File: config.mk
export PLATFORM = sky130hd
export DESIGN_NAME = spi_shifter
export DESIGN_NICKNAME = d
export VERILOG_FILES = /design/src/rtl/spi_shifter.sv
export SDC_FILE = /design/constraint.sdc
export NUM_CORES = 1
export LEC_CHECK = 0
export ABC_AREA = 1
export BUFFER_PORTS_ARGS = -buffer_cell sky130_fd_sc_hd__buf_4
export CORE_MARGIN = 3
export CORE_UTILIZATION = 60
export CTS_BUF_LIST = sky130_fd_sc_hd__clkbuf_4 sky130_fd_sc_hd__clkbuf_8
export CTS_CLUSTER_SIZE = 12
export DETAILED_ROUTE_END_ITERATION = 8
export PLACE_DENSITY_LB_ADDON = 0.05
export SYNTH_ARGS = -nofsm -noshare
export SYNTH_HDL_FRONTEND = slang
export SYNTH_SLANG_ARGS = --single-unit
export TNS_END_PERCENT = 100
File: constraint.sdc
create_clock -name C100M -period 1.9 [get_ports C100M]
set_input_delay 0.19 -clock C100M [delete_from_list [all_inputs] [get_ports C100M]]
set_output_delay 0.19 -clock C100M [all_outputs]
set_load 0.05 [all_outputs]
File: src/rtl/spi_shifter.sv
// SPI mode-0 byte engine for the SD card port: one-byte input holding
// register from the TX FIFO, one-byte output holding register to the RX FIFO,
// programmable SCLK half-period and a counted receive-only burst that clocks
// 0xFF fill bytes.
//
// Handshakes: wr_req is honoured only while in_full=0 (data_in is latched and
// in_full rises on that edge; wr_req while in_full=1 is dropped). rd_req is
// honoured only while out_full=1 and clears out_full on that edge. A byte never
// starts while out_full=1, so a capture and a pop never land on the same edge.
module spi_shifter (
  input  logic        C100M,
  input  logic        RESET_n,
  input  logic [7:0]  clk_div,
  input  logic [1:0]  mode,
  input  logic [12:0] new_rx_length,
  input  logic        set_rx_length,
  input  logic        wr_req,
  input  logic [7:0]  data_in,
  input  logic        rd_req,
  output logic [7:0]  data_out,
  output logic        in_full,
  output logic        out_full,
  output logic        busy,
  input  logic        MISO,
  output logic        MOSI,
  output logic        SCLK
);

  typedef enum logic [1:0] {
    IDLE = 2'd0,
    LOW  = 2'd1,
    HIGH = 2'd2
  } state_t;

  state_t      state, state_nxt;
  logic [2:0]  bit_cnt;
  logic [7:0]  div_cnt;
  logic [7:0]  div_lat;
  logic [7:0]  tx_sh;
  logic [7:0]  rx_sh;
  logic [7:0]  in_reg;
  logic        cap;
  logic [12:0] rx_count;

  logic [1:0]  mode_eff;
  logic        half_done;
  logic        start_tx;
  logic        start_rx;
  logic        go_high;
  logic        go_low;
  logic        byte_end;

  // Reserved mode 3 is treated exactly like TX-only.
  assign mode_eff  = (mode == 2'd3) ? 2'd0 : mode;
  assign half_done = (div_cnt == div_lat);

  // SCLK is high only in HIGH; MOSI idles high and otherwise shows the TX MSB,
  // which only moves on falling transitions.
  assign SCLK = (state == HIGH);
  assign MOSI = (state == IDLE) ? 1'b1 : tx_sh[7];
  assign busy = (state != IDLE) | in_full | ((mode == 2'd1) & (rx_count != 13'd0));

  // State register.
  always_ff @(posedge C100M or negedge RESET_n) begin
    if (!RESET_n) state <= IDLE;
    else          state <= state_nxt;
  end

  // Next-state and per-cycle event decode.
  always_comb begin
    state_nxt = state;
    start_tx  = 1'b0;
    start_rx  = 1'b0;
    go_high   = 1'b0;
    go_low    = 1'b0;
    byte_end  = 1'b0;
    case (state)
      IDLE: begin
        if (!out_full) begin
          if (in_full && (mode_eff != 2'd1)) begin
            start_tx  = 1'b1;
            state_nxt = LOW;
          end else if ((mode_eff == 2'd1) && (rx_count != 13'd0)) begin
            start_rx  = 1'b1;
            state_nxt = LOW;
          end
        end
      end
      LOW: begin
        if (half_done) begin
          go_high   = 1'b1;
          state_nxt = HIGH;
        end
      end
      HIGH: begin
        if (half_done) begin
          if (bit_cnt == 3'd7) begin
            byte_end  = 1'b1;
            state_nxt = IDLE;
          end else begin
            go_low    = 1'b1;
            state_nxt = LOW;
          end
        end
      end
      default: state_nxt = IDLE;
    endcase
  end

  // Shift datapath: divider, bit counter, TX/RX shifters, per-byte latches.
  always_ff @(posedge C100M or negedge RESET_n) begin
    if (!RESET_n) begin
      bit_cnt <= 3'd0;
      div_cnt <= 8'd0;
      div_lat <= 8'd0;
      tx_sh   <= 8'hFF;
      rx_sh   <= 8'h00;
      cap     <= 1'b0;
    end else if (start_tx || start_rx) begin
      tx_sh   <= start_tx ? in_reg : 8'hFF;
      div_lat <= clk_div;
      div_cnt <= 8'd0;
      bit_cnt <= 3'd0;
      cap     <= (mode_eff == 2'd1) || (mode_eff == 2'd2);
    end else if (state != IDLE) begin
      div_cnt <= half_done ? 8'd0 : div_cnt + 8'd1;
      if (go_high) rx_sh <= {rx_sh[6:0], MISO};
      if (go_low) begin
        tx_sh   <= {tx_sh[6:0], 1'b0};
        bit_cnt <= bit_cnt + 3'd1;
      end
    end
  end

  // Input holding register: fill on an accepted write, drain on TX byte start.
  always_ff @(posedge C100M or negedge RESET_n) begin
    if (!RESET_n) begin
      in_reg  <= 8'h00;
      in_full <= 1'b0;
    end else if (start_tx) begin
      in_full <= 1'b0;
    end else if (wr_req && !in_full) begin
      in_reg  <= data_in;
      in_full <= 1'b1;
    end
  end

  // Output holding register: capture at byte end when flagged, pop on rd_req.
  always_ff @(posedge C100M or negedge RESET_n) begin
    if (!RESET_n) begin
      data_out <= 8'h00;
      out_full <= 1'b0;
    end else if (byte_end && cap) begin
      data_out <= rx_sh;
      out_full <= 1'b1;
    end else if (rd_req) begin
      out_full <= 1'b0;
    end
  end

  // RX burst counter: an explicit load beats a same-cycle decrement.
  always_ff @(posedge C100M or negedge RESET_n) begin
    if (!RESET_n)          rx_count <= 13'd0;
    else if (set_rx_length) rx_count <= new_rx_length;
    else if (start_rx)      rx_count <= rx_count - 13'd1;
  end

endmodule

==> results.json <==
{
  "status": "finished clean",
  "fin_crit_ps": 1780,
  "cp.buffers_inverters": 1,
  "syn-instance-count": 455,
  "worstHoldPathType": "input pin to flip-flop",
  "die_h_um": 84.4,
  "drtPass1Iterations": 4,
  "port_buffers": 49,
  "setup.reg_to_reg.worst_slack_ps": 160,
  "internal-power_uw": 2250,
  "timing_hold_violations_final": 0,
  "post_synth_num_cell_types": 32,
  "worst_clock_skew_ps": 10.3,
  "postSynthNetCount": 498,
  "violation_count_after_the_first_detailed_route_iteration": 164,
  "leakage_uw": 0.00222,
  "number_of_flip_flops_in_the_largest_register": 13,
  "routed_via_density": 5.26,
  "die-width_um": 84.4,
  "vias_in_the_first_global_route": 2983,
  "ys_seq_elements": 69,
  "power_density_cells_nw_per_um2": 700,
  "sequentialPowerShare_pct": 50.9,
  "area.growth.synth_to_final_pct": 17.7,
  "ir_worst_vdd_v": 0.000593,
  "cts-root-to-sink-buffers": 2,
  "power_switching_share_pct": 26.0,
  "synth_commonest_cells": "sky130_fd_sc_hd__nand2_1 (148), sky130_fd_sc_hd__dfrtp_1 (61), sky130_fd_sc_hd__inv_1 (43), sky130_fd_sc_hd__nor2_1 (38), sky130_fd_sc_hd__nand3_1 (37)",
  "tritoncts.num_buffers": 9,
  "h-tree-depth": 3,
  "io_pins": 50,
  "worst_path_max_delay_cell": "sky130_fd_sc_hd__dfrtp_1",
  "worst_setup_hold_path_clk_slew_ps": 80,
  "critPathMostFrequentCell": "sky130_fd_sc_hd__nand2_1",
  "share_comb_of_total_power_pct": 10.0,
  "final_layout_size_suffix_gt1_share_pct": 24.7,
  "max-slew-margin-rel_pct": 68.0,
  "most_used_standard_cell_by_instance_count_after_synthesis": "sky130_fd_sc_hd__nand2_1",
  "end_kind": "output pin",
  "register_name_with_the_most_flops": "rx_count",
  "arrival_ps": 1590,
  "cell_family_with_the_largest_share_of_critical_path_delay": "simple AND/OR/NAND/NOR gates",
  "final_antenna_net_count": 0,
  "synth-main-ff-cell": "sky130_fd_sc_hd__dfrtp_1",
  "crit_path_max_incr_delay_ps": 430,
  "p_switching_uw": 790,
  "synth_largest_area_cell": "sky130_fd_sc_hd__dfrtp_1",
  "cts.root.buffer_cell": "sky130_fd_sc_hd__clkbuf_8",
  "netlist_area_sq_um": 3690,
  "critical_path.startpoint_type": "flip-flop",
  "global_route_wire_length_before_repair_mm": 13.4,
  "fin_util_pct": 76.1,
  "ys_seq_area_share_pct": 47.1,
  "crit_path_cell_trace": "nor2_1 -> nand2_1 -> nor2_4 -> nand2_2 -> nand2_1 -> nand3_1 -> buf_6",
  "routability_congestion": 0.870,
  "worst_pin_slew_ps": 480,
  "floorplan.initialDensity_pct": 64.6,
  "ys_async_sr_fraction_pct": 100,
  "yosys_warnings": 0,
  "cts_sinks": 69,
  "fillCellCount": 423,
  "antenna_diodes": 0,
  "critPathKind": "flip-flop to output pin",
  "clk_latency_ps": 340,
  "drt_drc_violations_left": 0,
  "number_of_antenna_violations_at_the_first_check_in_global_routing": 0,
  "core-area_sq_um": 5710,
  "setup_viol": 0,
  "wl_mm": 7.61,
  "core.rowCount": 27,
  "final_net_count": 553,
  "synthesis.area_per_instance_sq_um": 8.11,
  "synthDominantCellAreaShare_pct": 41.4,
  "slew_violations": 0,
  "die_area_sq_um": 7120,
  "grt_overflow_total": 0,
  "power.clock.fraction_pct": 39.1,
  "post_synth_main_area_contributors": "sky130_fd_sc_hd__dfrtp_1 (41%), sky130_fd_sc_hd__nand2_1 (15%), sky130_fd_sc_hd__dfstp_2 (5.7%)",
  "aggregate_global_route_resource_usage_pct": 23.2,
  "cp_max_fo": 4,
  "pin_count_of_the_biggest_net_entering_global_routing": 36,
  "max_cap_viol_count": 0,
  "hpwl_mm": 5.39,
  "avgRoutedWirePerCell_um": 13.0,
  "vias": 3089,
  "cts_tree": "done",
  "max_clock_freq_ghz": 0.561,
  "critPathRequiredTime_ps": 1710,
  "synth_enable_flop_cells": 0,
  "final.period_utilization_pct": 93.8,
  "setup_tns_ps": 0,
  "unrepaired_setup_endpoints_after_global_routing": "false"
}
## layout by cell type, fill, tap and decap left out, types with 2 or more instances in the layout
cell / count
sky130_fd_sc_hd__nand3_1: 37
sky130_fd_sc_hd__clkbuf_8: 9
sky130_fd_sc_hd__buf_4: 53
sky130_fd_sc_hd__nor2_4: 3
sky130_fd_sc_hd__mux2_2: 4
sky130_fd_sc_hd__a21oi_1: 5
sky130_fd_sc_hd__xor2_1: 10
sky130_fd_sc_hd__nor2_2: 4
sky130_fd_sc_hd__clkinv_2: 2
sky130_fd_sc_hd__nand2_4: 4
sky130_fd_sc_hd__nand3b_1: 4
sky130_fd_sc_hd__ha_1: 5
sky130_fd_sc_hd__dfrtp_1: 61
sky130_fd_sc_hd__clkinv_4: 2
sky130_fd_sc_hd__dfstp_2: 8
sky130_fd_sc_hd__nand4_1: 3
sky130_fd_sc_hd__nand2_2: 8
sky130_fd_sc_hd__o211ai_1: 4
sky130_fd_sc_hd__xnor2_1: 4
sky130_fd_sc_hd__o21ai_0: 27
sky130_fd_sc_hd__inv_1: 41
sky130_fd_sc_hd__o21ai_2: 14
sky130_fd_sc_hd__nor2_1: 36
sky130_fd_sc_hd__nand2_1: 147
sky130_fd_sc_hd__or2_2: 2
sky130_fd_sc_hd__inv_2: 6
## power by group through the flow
stage	combinational (uW)	clock [uW]	sequential (uW)
after floorplan	160	0	1560
after global placement	274	0	1570
after detailed placement	283	0	1570
after CTS	288	1210	1540
after global routing	351	1300	1550
final	306	1190	1550
## repair_timing
action / CTS / global route
hold buffers: 1 / 0
pin swaps: 1 / 0
gates resized for setup: 1 / 6
setup buffers: 1 / 1
cloned: 0 / 0
endpoints found under the setup margin: 1 / 5
endpoints found under the hold margin: 33 / 0
## stage by stage
stage | cells | setup slack, ps | cell area (sq um) | power [uW] | hold slack (ps)
final | 587 | 118 | 4340 | 3040 | 30.7
after global routing | 587 | 8.44 | 4340 | 3200 | 34.7
after CTS | 586 | 27.3 | 4320 | 3040 | 21.4
after detailed placement | 568 | 138 | 4100 | 1850 | 182
after global placement | 568 | 196 | 4100 | 1840 | 181
after floorplan | 455 | 215 | 3690 | 1720 | -106
## layout make-up
type,count,area (sq um),share of cell area (%)
clock buffers,9,124,2.85
clock inverters,7,73.8,1.70
inverters,47,176,4.06
multi-input cells,327,1700,39.2
flip-flops and latches,69,1740,40.0
well taps,72,90.1,2.07
repair buffers,56,439,10.1
## worst register-to-register path, stage by stage, from the launching register on
cell and delay (ps):
sky130_fd_sc_hd__dfrtp_1 460, sky130_fd_sc_hd__xnor2_1 180, sky130_fd_sc_hd__nand2_1 70, sky130_fd_sc_hd__nor2_1 270
sky130_fd_sc_hd__nand3_2 280, sky130_fd_sc_hd__nand2_2 240, sky130_fd_sc_hd__inv_1 90, sky130_fd_sc_hd__nand2_1 60
sky130_fd_sc_hd__nand2_1 50
## layer usage
layer  global-route usage [%]  share of wire [%]
met3                     3.83                4.8
met2                     37.0                 48
met1                     31.9                 45
met5                        0                  0
met4                     9.21                2.1
## worst paths after layout
check,start,to,cells past startpoint
worst min-delay path,rd_req,out_full,2
min in group asynchronous,RESET_n,div_lat[2],2
max in group asynchronous,RESET_n,tx_sh[6],3
worst max register to register,div_cnt[6],tx_sh[0],8
worst max-delay path,rx_count[4],busy,7
worst min register to register,rx_count[12],rx_count[12],2
## cell families (layout without fill, tap and decap cells)
kind of cell | after synthesis | after routing | synth area share (%)
AOI/OAI and AO/OA | 51 | 51 | 8.62
xor gates and xnor gates | 14 | 14 | 3.32
adders and majority gates | 6 | 6 | 2.04
buffers and inverters | 59 | 119 | 7.29
DFF | 69 | 69 | 47.1
muxes | 4 | 4 | 1.22
and+or+nand+nor | 252 | 252 | 30.4
No activity file was read; power rests on OpenSTA's default activity.
